<file path="src/rtl/if_inst_buffer.sv">
// if_inst_buffer: in-order instruction queue between the IF2 predecoder and
// the ID decoder. It accepts up to two instructions per cycle and presents up
// to two. It back-pressures fetch when fewer than two slots are free, and it
// empties completely on a pipeline flush.
module if_inst_buffer #(
    parameter int DEPTH = 16,
    parameter int PTR_W = $clog2(DEPTH)
) (
    input  logic        clk,
    input  logic        rst,
    input  logic        flush,
    input  logic [1:0]  i_is_valid,
    input  logic [31:0] IR1,
    input  logic [31:0] IR2,
    input  logic [31:0] PC1,
    input  logic [31:0] PC2,
    input  logic [33:0] type_pcpre_1,
    input  logic [33:0] type_pcpre_2,
    output logic        in_ready,
    output logic        if_stall,
    output logic [1:0]  o_valid,
    output logic [31:0] o_IR1,
    output logic [31:0] o_IR2,
    output logic [31:0] o_PC1,
    output logic [31:0] o_PC2,
    output logic [33:0] o_type_pcpre1,
    output logic [33:0] o_type_pcpre2,
    input  logic        id_ready
);

    // Entry layout: {IR[97:66], PC[65:34], type_pcpre[33:0]}
    localparam int ENTRY_W = 98;

    // Push is allowed only while at least two slots are free, so a dual
    // push can never overrun the queue.
    localparam logic [PTR_W:0] PUSH_LIMIT = (PTR_W + 1)'(DEPTH - 2);
    localparam logic [PTR_W:0] TWO        = (PTR_W + 1)'(2);
    localparam logic [PTR_W:0] ONE        = (PTR_W + 1)'(1);

    logic [ENTRY_W-1:0] mem_reg [DEPTH];
    logic [PTR_W-1:0]   wr_ptr_reg;
    logic [PTR_W-1:0]   rd_ptr_reg;
    logic [PTR_W:0]     count_reg;

    logic [PTR_W-1:0]   wr_ptr_p1;
    logic               push_en;
    logic [1:0]         push_num;
    logic [1:0]         pop_num;
    logic               wr_a_en;
    logic               wr_b_en;
    logic [ENTRY_W-1:0] entry_slot1;
    logic [ENTRY_W-1:0] entry_slot2;
    logic [ENTRY_W-1:0] wr_a_data;
    logic [ENTRY_W-1:0] rd_entry [2];

    assign entry_slot1 = {IR1, PC1, type_pcpre_1};
    assign entry_slot2 = {IR2, PC2, type_pcpre_2};

    // Back-pressure looks only at the registered fill level. A pop in the
    // same cycle is deliberately ignored, which keeps this path short.
    assign in_ready = (count_reg <= PUSH_LIMIT);
    assign if_stall = ~in_ready;

    // Head-valid flags follow directly from the fill level.
    always_comb begin
        o_valid = 2'b00;
        if (count_reg >= TWO) begin
            o_valid = 2'b11;
        end else if (count_reg == ONE) begin
            o_valid = 2'b10;
        end
    end

    // Read ports: slot gi sees entry rd_ptr+gi. Pointer arithmetic wraps
    // naturally because DEPTH is a power of two.
    for (genvar gi = 0; gi < 2; gi++) begin : g_rd_slot
        assign rd_entry[gi] = mem_reg[rd_ptr_reg + PTR_W'(gi)];
    end

    assign o_IR1         = rd_entry[0][97:66];
    assign o_PC1         = rd_entry[0][65:34];
    assign o_type_pcpre1 = rd_entry[0][33:0];
    assign o_IR2         = rd_entry[1][97:66];
    assign o_PC2         = rd_entry[1][65:34];
    assign o_type_pcpre2 = rd_entry[1][33:0];

    // Push/pop decode. A flush suppresses both.
    always_comb begin
        push_en  = in_ready && !flush && (i_is_valid != 2'b00);
        push_num = 2'd0;
        pop_num  = 2'd0;
        if (push_en) begin
            push_num = {1'b0, i_is_valid[1]} + {1'b0, i_is_valid[0]};
        end
        if (id_ready && !flush) begin
            pop_num = {1'b0, o_valid[1]} + {1'b0, o_valid[0]};
        end
    end

    // Port A always takes the oldest valid incoming instruction. Port B is
    // used only for slot 2 of a dual push, one entry after port A.
    assign wr_ptr_p1 = wr_ptr_reg + PTR_W'(1);
    assign wr_a_en   = push_en;
    assign wr_b_en   = push_en && (i_is_valid == 2'b11);
    assign wr_a_data = i_is_valid[1] ? entry_slot1 : entry_slot2;

    // Entry storage: two write ports that never hit the same address.
    always_ff @(posedge clk) begin
        if (wr_a_en) begin
            mem_reg[wr_ptr_reg] <= wr_a_data;
        end
        if (wr_b_en) begin
            mem_reg[wr_ptr_p1] <= entry_slot2;
        end
    end

    // Pointer and occupancy bookkeeping. Reset and flush both empty the queue.
    always_ff @(posedge clk) begin
        if (rst || flush) begin
            wr_ptr_reg <= '0;
            rd_ptr_reg <= '0;
            count_reg  <= '0;
        end else begin
            wr_ptr_reg <= wr_ptr_reg + PTR_W'(push_num);
            rd_ptr_reg <= rd_ptr_reg + PTR_W'(pop_num);
            count_reg  <= count_reg + (PTR_W + 1)'(push_num) - (PTR_W + 1)'(pop_num);
        end
    end

endmodule

</file>
<file path="config.mk">
export PLATFORM = sky130hd
export DESIGN_NAME = if_inst_buffer
export DESIGN_NICKNAME = d
export VERILOG_FILES = /design/src/rtl/if_inst_buffer.sv
export SDC_FILE = /design/constraint.sdc
export NUM_CORES = 2
export LEC_CHECK = 0
export ABC_AREA = 1
export CAP_MARGIN = 20
export CORE_ASPECT_RATIO = 0.7
export CORE_MARGIN = 1
export CORE_UTILIZATION = 39
export CTS_BUF_LIST = sky130_fd_sc_hd__clkbuf_2 sky130_fd_sc_hd__clkbuf_4 sky130_fd_sc_hd__clkbuf_8
export DETAILED_ROUTE_END_ITERATION = 7
export RECOVER_POWER = 50
export SLEW_MARGIN = 5
export SYNTH_ARGS = -nofsm -noshare
export SYNTH_HDL_FRONTEND = slang
export SYNTH_SLANG_ARGS = --single-unit
</file>
<file path="constraint.sdc">
create_clock -name clk -period 15.26 [get_ports clk]
set_input_delay 3.815 -clock clk [delete_from_list [all_inputs] [get_ports clk]]
set_output_delay 3.815 -clock clk [all_outputs]
set_load 0.02 [all_outputs]
</file>
* Word-level counts from Yosys, hierarchy flattened
Memory sizes are Yosys's and may differ from the RTL's. A register that Yosys moved wholly into a read port is not among the register bits. Index checks and enable logic that the tools add are counted.
Word-level totals: flip-flop bits (word level) 13, latch bits 0, RAM bits 1568, bits in read-only memories 0, bits of input ports 202, output and inout bits 200, logic and storage cells 34, memories 1
Operators by class: add/subtract/negate cells 8, multiply operators 0, div/mod/pow operators 0, magnitude comparators 2, equal/unequal tests 2, shift-type cells 0, multiplexer cells 10, bitwise operators 1, reduce and logical (&&, ||, !) cells 7
Memory list:
- mem_reg | depth 16, bits a word 98, read ports 2, clocked after Yosys merged registers in 1, wr ports 2, line 40 | logic [ENTRY_W-1:0] mem_reg [DEPTH];
Operators by type and width (count):
- two-way mux 98 bit | 1
- adder 4 x 1 -> 4 bit, second input constant | 2
- adder 4 x 2 -> 4 bit | 2
- two-way mux 2 bit | 4
- adder 5 x 2 -> 5 bit | 1
- equality test 5 x 1 -> 1 bit, second input constant | 1
- >= comparator 5 x 2 -> 1 bit, second input constant | 1
- less-or-equal comparator 5 x 4 -> 1 bit, second input constant | 1
- subtractor 5 x 2 -> 5 bit | 1
- adder 1 x 1 -> 2 bit | 2
- logical AND 1 bit | 4
- two-way mux 1 bit | 4
- two-way mux 4 bit | 1
- equality test 2 bit, second input constant | 1
- nonzero test 2 bit | 1
- logical NOT 1 bit | 1
- logical OR 1 bit | 1
- NOT 1 bit | 1

* Depth between registers and ports, before layout
depth after elaboration 7, depth in mapped cells 18, depth with buffers taken out 17

* Worst setup path after synthesis
No wires, ideal clock.
path type input port to flip-flop, start point input i_is_valid[1], end point memory mem_reg[1][0], enable pin, library setup time 690 ps, arrival 11868 ps, data required time 14570 ps, path slack 2703 ps, cell stages on the path 8, path buffers 3, cells stage by stage buf_2 inv_2 clkbuf_1 ha_1 nor2_4 nand3_2 buf_2 o21ai_0
RTL lines:
- start: declaration | line 12 | input logic [1:0] i_is_valid,
- end: declaration | line 40

==> metrics.csv <==
stage,metric,value,unit
hold_path,HP Class,flip-flop to flip-flop,
floorplan,std cell rows,158,
worst_setup_path,Setup Crit Path Kind,input pin to flip-flop,
sta,"Hold Vio Cnt, Final",0,
global_routing,All-Layer GR Usage,35.1,%
sta,final setup TNS,0,ns
detailed_routing,wire per inst,27.5,um
place,Final HPWL DP,233000,um
clock_network,Num Clock Sinks,1581,
yosys,Yosys Warn Count,0,
worst_setup_path,most frequent CP cell,buf_4,
yosys,Netlist cell types,27,
yosys,cell count after synthesis,14600,
power_and_ir_drop,overall power,10.5,mW
clock_network,postcts setup bufs,0,
worst_setup_path,"Max FO, Critical Path",57,
worst_setup_path,Worst setup EP type,flip-flop,
global_routing,global-route wire length before repair,694000,um
final_layout,max reg flops,1568,
detailed_routing,routed vias/inst,5.98,
global_routing,initial antenna violation count,45,
final_layout,Final Core Density,43.1,%
place,placed instance area,109000,um^2
clock_network,CTS Buf Count,286,
job,Max Cap Viol,18,
detailed_routing,drt total wl,490000,um
floorplan,Die H,435,um
final_layout,most frequent cells in the layout,"nand2_1, nand3_1, edfxtp_1",
worst_setup_path,Worst EP arrival,13.33,ns
yosys,sequential element share of the synthesized area,45.3,%
yosys,register bit total from synthesis,1581,
floorplan,Initial Utilization,39.3,%
power_and_ir_drop,LEAKAGE,48.1,nW
clock_network,Resized cells post-CTS,0,
power_and_ir_drop,VDD IR-drop max,0.0000660,V
worst_setup_path,Max stage delay on crit path,2.78,ns
global_routing,largest net degree at the start of global routing,275,
sta,part of the cycle the worst path needs,83.6,%
clock_network,clock root buffer,clkbuf_8,
detailed_routing,Routed Antenna Nets,0,
sta,pins over their slew limit,612,
worst_setup_path,CP max stage cell,clkbuf_1,
global_routing,vias in the first global route,94000,
status,failing checks,"capacitance limit, slew limit",
sta,measured slew at the worst slew-check pin,4.72,ns
final_layout,"leading cell type in the layout, fill and taps excluded",nand2_1,
clock_network,Hold Buf Count CTS,0,
clock_network,TritonCTS clock tree,done,
sta,setup violators final,0,
final_layout,Filler cells,26600,
worst_setup_path,Critical Path RT,15.83,ns
yosys,Post-Syn Nets,14900,
final_layout,design area,114000,um^2
detailed_routing,post-route DRC violation count,0,
floorplan,Die Span X,621,um
worst_setup_path,R2R setup slack,8.91,ns
sta,time the worst path needs with I/O delays and setup,12.76,ns
sta,worst rel slew slack,-214,%
final_layout,final std cells w/o fill,17800,
power_and_ir_drop,Pwr Density,92.1,nW/um^2
status,outcome,"complete, but fails checks",
final_layout,layout cells sized above 1,4.94,%
place,post-place setup slack,5.59,ns
global_routing,grt ovf,0,
detailed_routing,Iteration-0 DRC Markers,18000,
place,DP Cell Count,17300,
place,Port-buffer cells,401,
sta,Setup WS post-layout,2.50,ns
floorplan,IO Count,402,
sta,Worst Hold Slack,0.534,ns
final_layout,nets,14300,
floorplan,Core Area,265000,um^2
clock_network,Worst-path clk slew,0.07,ns
clock_network,clock latency on the worst-skew pair,1.00,ns
sta,Layout Skew,0.0693,ns
final_layout,synthesis-to-layout area growth,9.59,%
detailed_routing,DR pass1 iterations,8,
sta,RSZ-0062 raised after global routing,no,
worst_setup_path,worst path cell trace,clkbuf_1 > inv_6 > ha_1 > nor2_1 > nand4_1 > buf_4 > nand2_1 > buf_4,
floorplan,die area,270000,um^2
clock_network,H-tree Lvls,5,
sta,fmax,0.0784,GHz
detailed_routing,Vias,106000,
place,Placer Congestion,0.842,
yosys,Post-Syn Area,104000,um^2
worst_setup_path,CP Launch Type,input pin,
clock_network,CTS max path bufs,4,
yosys,"Avg Cell Area, Syn",7.13,um^2
-- path summary, 6_finish.rpt --
kind / endpoint / depth (start not counted) / startpoint
hold reg to reg: wr_ptr_reg[3]$_SDFF_PP0_ / 2 / wr_ptr_reg[3]$_SDFF_PP0_
setup reg to reg: mem_reg[9][25]$_DFFE_PP_ / 10 / count_reg[4]$_SDFF_PP0_
setup / recovery: mem_reg[9][25]$_DFFE_PP_ / 8 / i_is_valid[1]
hold / removal: wr_ptr_reg[3]$_SDFF_PP0_ / 2 / wr_ptr_reg[3]$_SDFF_PP0_
-- worst max-delay path: cells and delay by family --
kind	cells	cell delay (ns)
buf+inv	4	5.11
simple gates	3	3.66
fa+ha+maj	1	0.52
-- metal layers --
metal | GRT usage (%) | up-vias | share of wire [%]
met4 | 17.1 | 24 | 5.4
li1 | - | 47200 | -
met1 | 48.6 | 49000 | 38
met3 | 8.13 | 1480 | 15
met2 | 51.2 | 8629 | 42
met5 | 0 | - | 0.032
-- logic make-up (layout without fill, tap and decap cells) --
| family | Yosys count | count (layout) | synth area share, % |
|---|---|---|---|
| DFF | 1581 | 1581 | 45.3 |
| xor gates and xnor gates | 4 | 4 | 0.0336 |
| other | 0 | 21 | 0 |
| and+or+nand+nor | 9276 | 9276 | 37.4 |
| adders and majority gates | 21 | 21 | 0.280 |
| AOI/OAI and AO/OA | 1199 | 1199 | 7.36 |
| buffers and inverters | 2562 | 2179 | 9.62 |
-- cell usage after synthesis --
library cell / instances / area (um^2)
a21oi_1: 58 / 290
buf_1: 103 / 387
buf_2: 331 / 1660
buf_4: 3 / 22.5
clkbuf_1: 1026 / 3850
clkinv_1: 2 / 7.51
dfxtp_1: 13 / 260
edfxtp_1: 1568 / 47100
fa_1: 4 / 80.1
ha_1: 17 / 213
inv_1: 1085 / 4070
inv_2: 12 / 45.0
nand2_1: 5985 / 22500
nand3_1: 3188 / 16000
nand3_2: 1 / 10.0
nand4_1: 9 / 56.3
nand4_2: 8 / 100
nor2_1: 37 / 139
nor2_2: 6 / 37.5
nor2_4: 2 / 22.5
nor3_1: 1 / 5.00
o211ai_1: 673 / 5050
o21ai_0: 467 / 2340
o31ai_1: 1 / 7.51
or2_2: 39 / 244
xnor2_1: 2 / 17.5
xor2_1: 2 / 17.5
-- area by class of cell --
cell class | count | area [um^2] | area share (%)
clock buffer | 400 | 4860 | 4.25
inverter | 1099 | 4180 | 3.65
antenna | 21 | 52.6 | 0.0459
multi-input combinational | 10500 | 47300 | 41.3
clock inverter | 91 | 520 | 0.455
sequential | 1581 | 47400 | 41.4
timing repair buffer | 589 | 5780 | 5.05
tap | 3520 | 4400 | 3.85
-- report_power, final --
group / internal [mW] / leakage (nW) / total (mW) / switching (mW)
Sequential: 4.87 / 14.3 / 4.90 / 0.0245
Clock: 2.12 / 2.87 / 4.12 / 2.00
Combinational: 0.461 / 30.9 / 1.53 / 1.07
Power figures use the tool's default switching activity.
